--- src/rtl/four_to_two_encoder_module.sv ---
// Request-queueing 4:2 priority encoder with a valid/ready output handshake.
// Requests are held in a pending vector and presented lowest index first, one code per handshake.
module four_to_two_encoder_module (
    input  logic       clk,
    input  logic       reset_n,
    input  logic       in0,
    input  logic       in1,
    input  logic       in2,
    input  logic       in3,
    input  logic       out_ready,
    output logic       out_a,
    output logic       out_b,
    output logic       out_valid,
    output logic [3:0] pending,
    output logic       overflow
);

    typedef enum logic {
        IDLE  = 1'b0,
        VALID = 1'b1
    } state_t;

    state_t     state;
    logic [1:0] code;
    logic [3:0] req;
    logic [3:0] served;
    logic [3:0] rem;
    logic       handshake;

    function automatic logic [1:0] lowest_index(input logic [3:0] v);
        logic [1:0] idx;
        if (v[0])      idx = 2'd0;
        else if (v[1]) idx = 2'd1;
        else if (v[2]) idx = 2'd2;
        else           idx = 2'd3;
        return idx;
    endfunction

    always_comb begin
        req       = {in3, in2, in1, in0};
        handshake = (state == VALID) && out_ready;
        served    = '0;
        if (handshake) served = 4'b0001 << code;
        rem       = pending & ~served;
    end

    // Selection uses the pre-edge pending vector, so same-edge requests wait a cycle.
    always_ff @(posedge clk or negedge reset_n) begin
        if (!reset_n) begin
            state    <= IDLE;
            code     <= '0;
            pending  <= '0;
            overflow <= 1'b0;
        end else begin
            pending  <= rem | req;
            overflow <= |(req & pending & ~served);
            case (state)
                IDLE: begin
                    if (|pending) begin
                        state <= VALID;
                        code  <= lowest_index(pending);
                    end
                end
                VALID: begin
                    if (handshake) begin
                        if (|rem) begin
                            code <= lowest_index(rem);
                        end else begin
                            state <= IDLE;
                            code  <= '0;
                        end
                    end
                end
                default: begin
                    state <= IDLE;
                    code  <= '0;
                end
            endcase
        end
    end

    assign out_a     = code[0];
    assign out_b     = code[1];
    assign out_valid = (state == VALID);

endmodule

--- config.mk ---
export PLATFORM = sky130hd
export DESIGN_NAME = four_to_two_encoder_module
export DESIGN_NICKNAME = d
export VERILOG_FILES = /design/src/rtl/four_to_two_encoder_module.sv
export SDC_FILE = /design/constraint.sdc
export NUM_CORES = 1
export LEC_CHECK = 0
export BUFFER_PORTS_ARGS = -buffer_cell sky130_fd_sc_hd__buf_2
export CAP_MARGIN = 20
export CORE_AREA = 2 2 39 41
export CTS_CLUSTER_DIAMETER = 40
export CTS_CLUSTER_SIZE = 14
export DETAILED_ROUTE_END_ITERATION = 8
export DIE_AREA = 0 0 41 43
export PLACE_DENSITY = 0.64
export REMOVE_ABC_BUFFERS = 1
export SLEW_MARGIN = 15
export SYNTH_ARGS = -nofsm -noshare
export SYNTH_HDL_FRONTEND = slang
export SYNTH_SLANG_ARGS = --single-unit
--- constraint.sdc ---
create_clock -name clk -period 2.63 [get_ports clk]
set_clock_uncertainty 0.05 [all_clocks]
set_input_delay 0.263 -clock clk [delete_from_list [all_inputs] [get_ports clk]]
set_output_delay 0.263 -clock clk [all_outputs]
set_load 0.1 [all_outputs]
# ---- Word level (Yosys, flattened, before mapping)
# Cells that the tools add are included.
dict set report totals {
  ff_bits 8
  in_bits 7
  out_inout_bits 8
  elab_cells 33
}
dict set report op_classes {
  eq_ne 2
  shifts 1
  muxes 15
  bitwise_logic 6
  n_reduce_logical 5
}
# cell count
set op_table {}
lappend op_table {{$mux 2} 7}
lappend op_table {{$and 4x4->4} 3}
lappend op_table {{$reduce_or 4->1} 3}
lappend op_table {{$mux 1} 5}
lappend op_table {{$mux 4} 1}
lappend op_table {{$not 4->4} 1}
lappend op_table {{$or 4x4->4} 1}
lappend op_table {{$pmux 2 s2} 1}
lappend op_table {{$shl 1x2->4 const A} 1}
lappend op_table {{$ne 2x1->1 const B} 1}
lappend op_table {{$ne 2x2->1 const B} 1}
lappend op_table {{$pmux 1 s2} 1}
lappend op_table {{$reduce_and 2->1} 1}
lappend op_table {{$logic_and 1x1->1} 1}
lappend op_table {{$not 1->1} 1}

# ---- Depth between registers and ports, before layout
dict set report depth {
  depth_word 10
  depth_mapped 5
  ltp_nobuf 4
}

# ---- Worst setup path before layout
# No wires, ideal clock.
dict set report synth_timing {
  kind {reg2reg}
  from {register code[1]}
  to {register state, in the netlist out_valid}
  setup_ns 0.129
  arrival_ns 1.690
  required_ns 2.451
  setup_slack_ns 0.760
  path_stages_with_launch 6
  n_path_buf 1
  period_less_slack_ns 1.870
  cell_sequence {dfrtp_1 > buf_2 > nand2b_1 > o22ai_1 > o2111a_1 > a21oi_1}
}
dict set report synth_via {
  elab_chain_len 8
}
# element line
set synth_rtl {}
lappend synth_rtl {{start, declared} 24} ;# logic [1:0] code;
lappend synth_rtl {{start signal, assigned} 61} ;# code <= lowest_index(pending);
lappend synth_rtl {{start signal, assigned} 67} ;# code <= lowest_index(rem);
lappend synth_rtl {{$shl 1x2->4} 43} ;# if (handshake) served = 4'b0001 << code;
lappend synth_rtl {{$mux 4} 43}
lappend synth_rtl {{$not 4->4} 44} ;# rem = pending & ~served;
lappend synth_rtl {{$and 4x4->4} 44}
lappend synth_rtl {{$reduce_or 4->1} 66} ;# if (|rem) begin
lappend synth_rtl {{$mux 1} 66}
lappend synth_rtl {{$mux 1} 65} ;# if (handshake) begin
lappend synth_rtl {{$pmux 1 s2} 57} ;# case (state)
lappend synth_rtl {{end signal, assigned} 60} ;# state <= VALID;
lappend synth_rtl {{end signal, assigned} 69} ;# state <= IDLE;
lappend synth_rtl {{end signal, assigned} 75} ;# state <= IDLE;
lappend synth_rtl {{end, declared} 23} ;# state_t state;
# No other way between the ends.
# A chain may end at the register's enable or synchronous reset.

# ---- Worst setup path after layout
dict set report layout_timing {
  from {register code[0]}
  to {output out_a}
}
# element line
set layout_rtl {}
lappend layout_rtl {{end, declared} 11} ;# output logic out_a,
# No word-level cell between the ends.

==> summary.md <==
| Metric | Value |
|---|---|
| Status | `finished, final reports clean` |
| CP required | `approximately 2.3 ns` |
| Setup Crit Path Kind | `register to output port` |
| Yosys reg bits | `8` |
| Multiplexer share of the synthesized area | `0%` |
| GRT overflow | `0` |
| Unrepaired setup endpoints after global routing | `no` |
| Final design area excluding fillers | `614 um^2` |
| Reg clk slew, reported paths | `approximately 0.05 ns` |
| Initial core utilization | `39.2%` |
| # port buffers | `14` |
| Synth Area in XOR/XNOR | `0%` |
| Worst skew pair latency | `0.24 ns` |
| Die W | `41 um` |
| Routed WL | `between 1000 and 1500 um` |
| Crit end category | `output port` |
| Largest family of logic cells by synthesized area | `compound AO/OA/AOI/OAI gates` |
| Max Slew Vio Count | `0` |
| Tightest Pin Transition | `0.486 ns` |
| Min Tclk post-route | `approximately 1.7 ns` |
| Vias in the first global route | `425` |
| Chip height | `43 um` |
| Final Hold Fails | `0` |
| Mean Syn Cell Area | `9.34 um^2` |
| Bufs and invs on worst path | `1` |
| DP HPWL | `798 um` |
| Io pins | `15` |
| Wire length per cell | `around 13 um` |
| Worst path top cell family by delay | `flip-flops` |
| Initial antenna violation count | `0` |
| RR Startpoint | `code[0]` |
| Die ar. | `between 1500 and 2000 um^2` |
| CTS tree | `yes` |
| Vias per cell | `5.56` |
| CP Launch Type | `register` |
| Non-filler cells, final | `86` |
| Via count | `478` |
| Post-DRT Antenna Nets | `0` |
| Leakage power | `approximately 0.25 nW` |
| Simple-gate share of the synthesized area | `19.4%` |
| Cell taking the most area after synthesis | `dfrtp_1` |
| Share of the synthesized area in the top cell type | `about 37%` |
| Fin util | `44.4%` |
| First-pass GRT wire length | `1750 um` |
| Cell Area, Synth | `542 um^2` |
| Clock tree buffer depth | `2` |
| Adder-Cell Fraction of Synth Area | `0%` |
| Fmax | `605 MHz` |
| Num CTS Buffers | `3` |
| Critical R2R Capture | `out_valid` |
| Placed cells | `82` |
| Site Rows | `14` |
| Maxcap violations | `0` |
| Post-place setup slack | `about 1.2 ns` |
| Synth warnings | `0` |
| WHS Path Cells | `3` |
| Gr usage total | `14.4%` |
| Crit path DAT | `1.34 ns` |
| # DRC | `0` |
| Seq/Total Area, Yosys | `37.0%` |
| Net count, final | `79` |
| Largest net degree at the start of global routing | `12` |
| Slowest cell on crit path | `dfrtp_1` |
| Hold Crit Start | `in0` |
| Pwr dens | `1110 nW/um^2` |
| Commonest non-fill, non-tap cells in the layout | `14 x buf_2, 8 x dfrtp_1, 4 x nand2_1` |
| Period utilization | `62.9%` |
| Relative slew slack | `67.8%` |
| DRT Pass-1 Iters | `4` |
| Setup WS post-layout | `approximately 1 ns` |
| Slowest stage delay, CP | `0.59 ns` |
| Cell Area, Placed | `582 um^2` |
| Worst-case reg-to-reg path depth | `4` |
| Most common cell after layout, fill and taps aside | `buf_2` |
| Top cells by area, synth | `dfrtp_1 37%, a211oi_2 4.6%, buf_4 4.2%, buf_6 4.2%, o31ai_4 3.9%` |
| CP max FO | `11` |
| Synth Area in Compound Gates | `32.3%` |
| Hold endpoint | `pending[0]` |
| Share of cells above drive strength 1 | `32.9%` |
| Yosys cell types | `30` |
| Crit-path cells | `buf_2` |
| Final setup fails | `0` |
| Worst R2R Setup Slack | `approximately 1.3 ns` |
| TNS Setup | `0 ns` |
| Core box area | `approximately 1400 um^2` |
| Synth Instances | `58` |
| # H-tree levels | `1` |
| Maximum VDD drop | `0.491 mV` |
| Routability cong. | `0.762` |
| Worst Hold Class | `input port to register` |
| # diodes | `0` |
| Synthesis-to-layout area growth | `13.4%` |
| Root buffer cell | `clkbuf_4` |
| Starting DRT DRC Count | `11` |
| TritonCTS sink count | `8` |
| Crit. Startpoint | `code[0]` |
## cell type report
type | count | area, um^2
Multi-Input combinational cell | 41 | 280
Inverter | 3 | 11.3
Clock buffer | 3 | 22.5
Timing Repair Buffer | 15 | 80.1
Sequential cell | 8 | 200
Tap cell | 16 | 20.0
Fill cell | 147 | 769
## where the power goes
group / internal [mW] / leakage [nW] / switching (mW) / total [mW]
registers: 0.150 / 0.0808 / 0.0730 / 0.223
clock network: 0.0519 / 0.0138 / 0.0367 / 0.0885
logic: 0.0891 / 0.154 / 0.280 / 0.370
## cell usage after synthesis
library cell / number
o2111a_1: 1
a211oi_1: 1
nor2_1: 3
nand3_1: 3
dfrtp_1: 8
o31ai_4: 1
nand4_1: 1
a31oi_1: 1
o31a_1: 1
buf_2: 1
o22a_1: 1
o22ai_1: 2
nor2b_1: 2
o21ai_0: 2
a211oi_2: 2
o21ai_1: 2
a21boi_1: 2
nor3_1: 1
o2bb2ai_1: 1
nand2_2: 1
a21oi_1: 1
nand2_1: 4
nor2b_2: 1
nor2_2: 1
nand2b_1: 3
a21o_1: 1
inv_1: 3
buf_4: 3
buf_6: 2
a32oi_1: 2
## worst max path at each step
stage / slack (ns) / cells after the start / endpoint
final: 0.98 / 1 / out_a
after global routing: 0.90 / 1 / out_a
after CTS: 0.98 / 1 / out_a
after detailed placement: 1.25 / 1 / out_a
after global placement: 1.27 / 1 / out_a
after floorplan: 0.76 / 3 / overflow
## routing by layer
metal	GRT usage, %	vias to the layer above	share of wire (%)
met5	0	-	0
met4	2.00	0	0
met3	6.28	0	5.4
met2	21.6	13	43
met1	19.4	229	51
li1	-	236	-
## kinds of logic after synthesis
logic type             count (synthesis)
AO/OA/AOI/OAI                         21
buffers and inverters                  9
flip-flops                             8
AND/OR/NAND/NOR                       20
## through the flow
| stage | total power, mW | hold WS, ns |
|---|---|---|
| after floorplan | 0.526 | -0.0826 |
| after global placement | 0.590 | 0.0624 |
| after detailed placement | 0.594 | 0.0688 |
| after CTS | 0.687 | 0.151 |
| after global routing | 0.726 | 0.166 |
| final | 0.681 | 0.162 |
## what timing repair did
item | in CTS | in global routing
setup buffers | 0 | 0
setup endpoints to repair | 0 | 0
hold buffers | 1 | 0
gates resized for setup | 0 | 0
endpoints found under the hold margin | 8 | 0
## flip-flops by register name (all words and copies together), names as in the netlist
register   cells
overflow       1
out_valid      1
pending        4
code           2
Note: power is estimated with default switching activity, not from simulation.
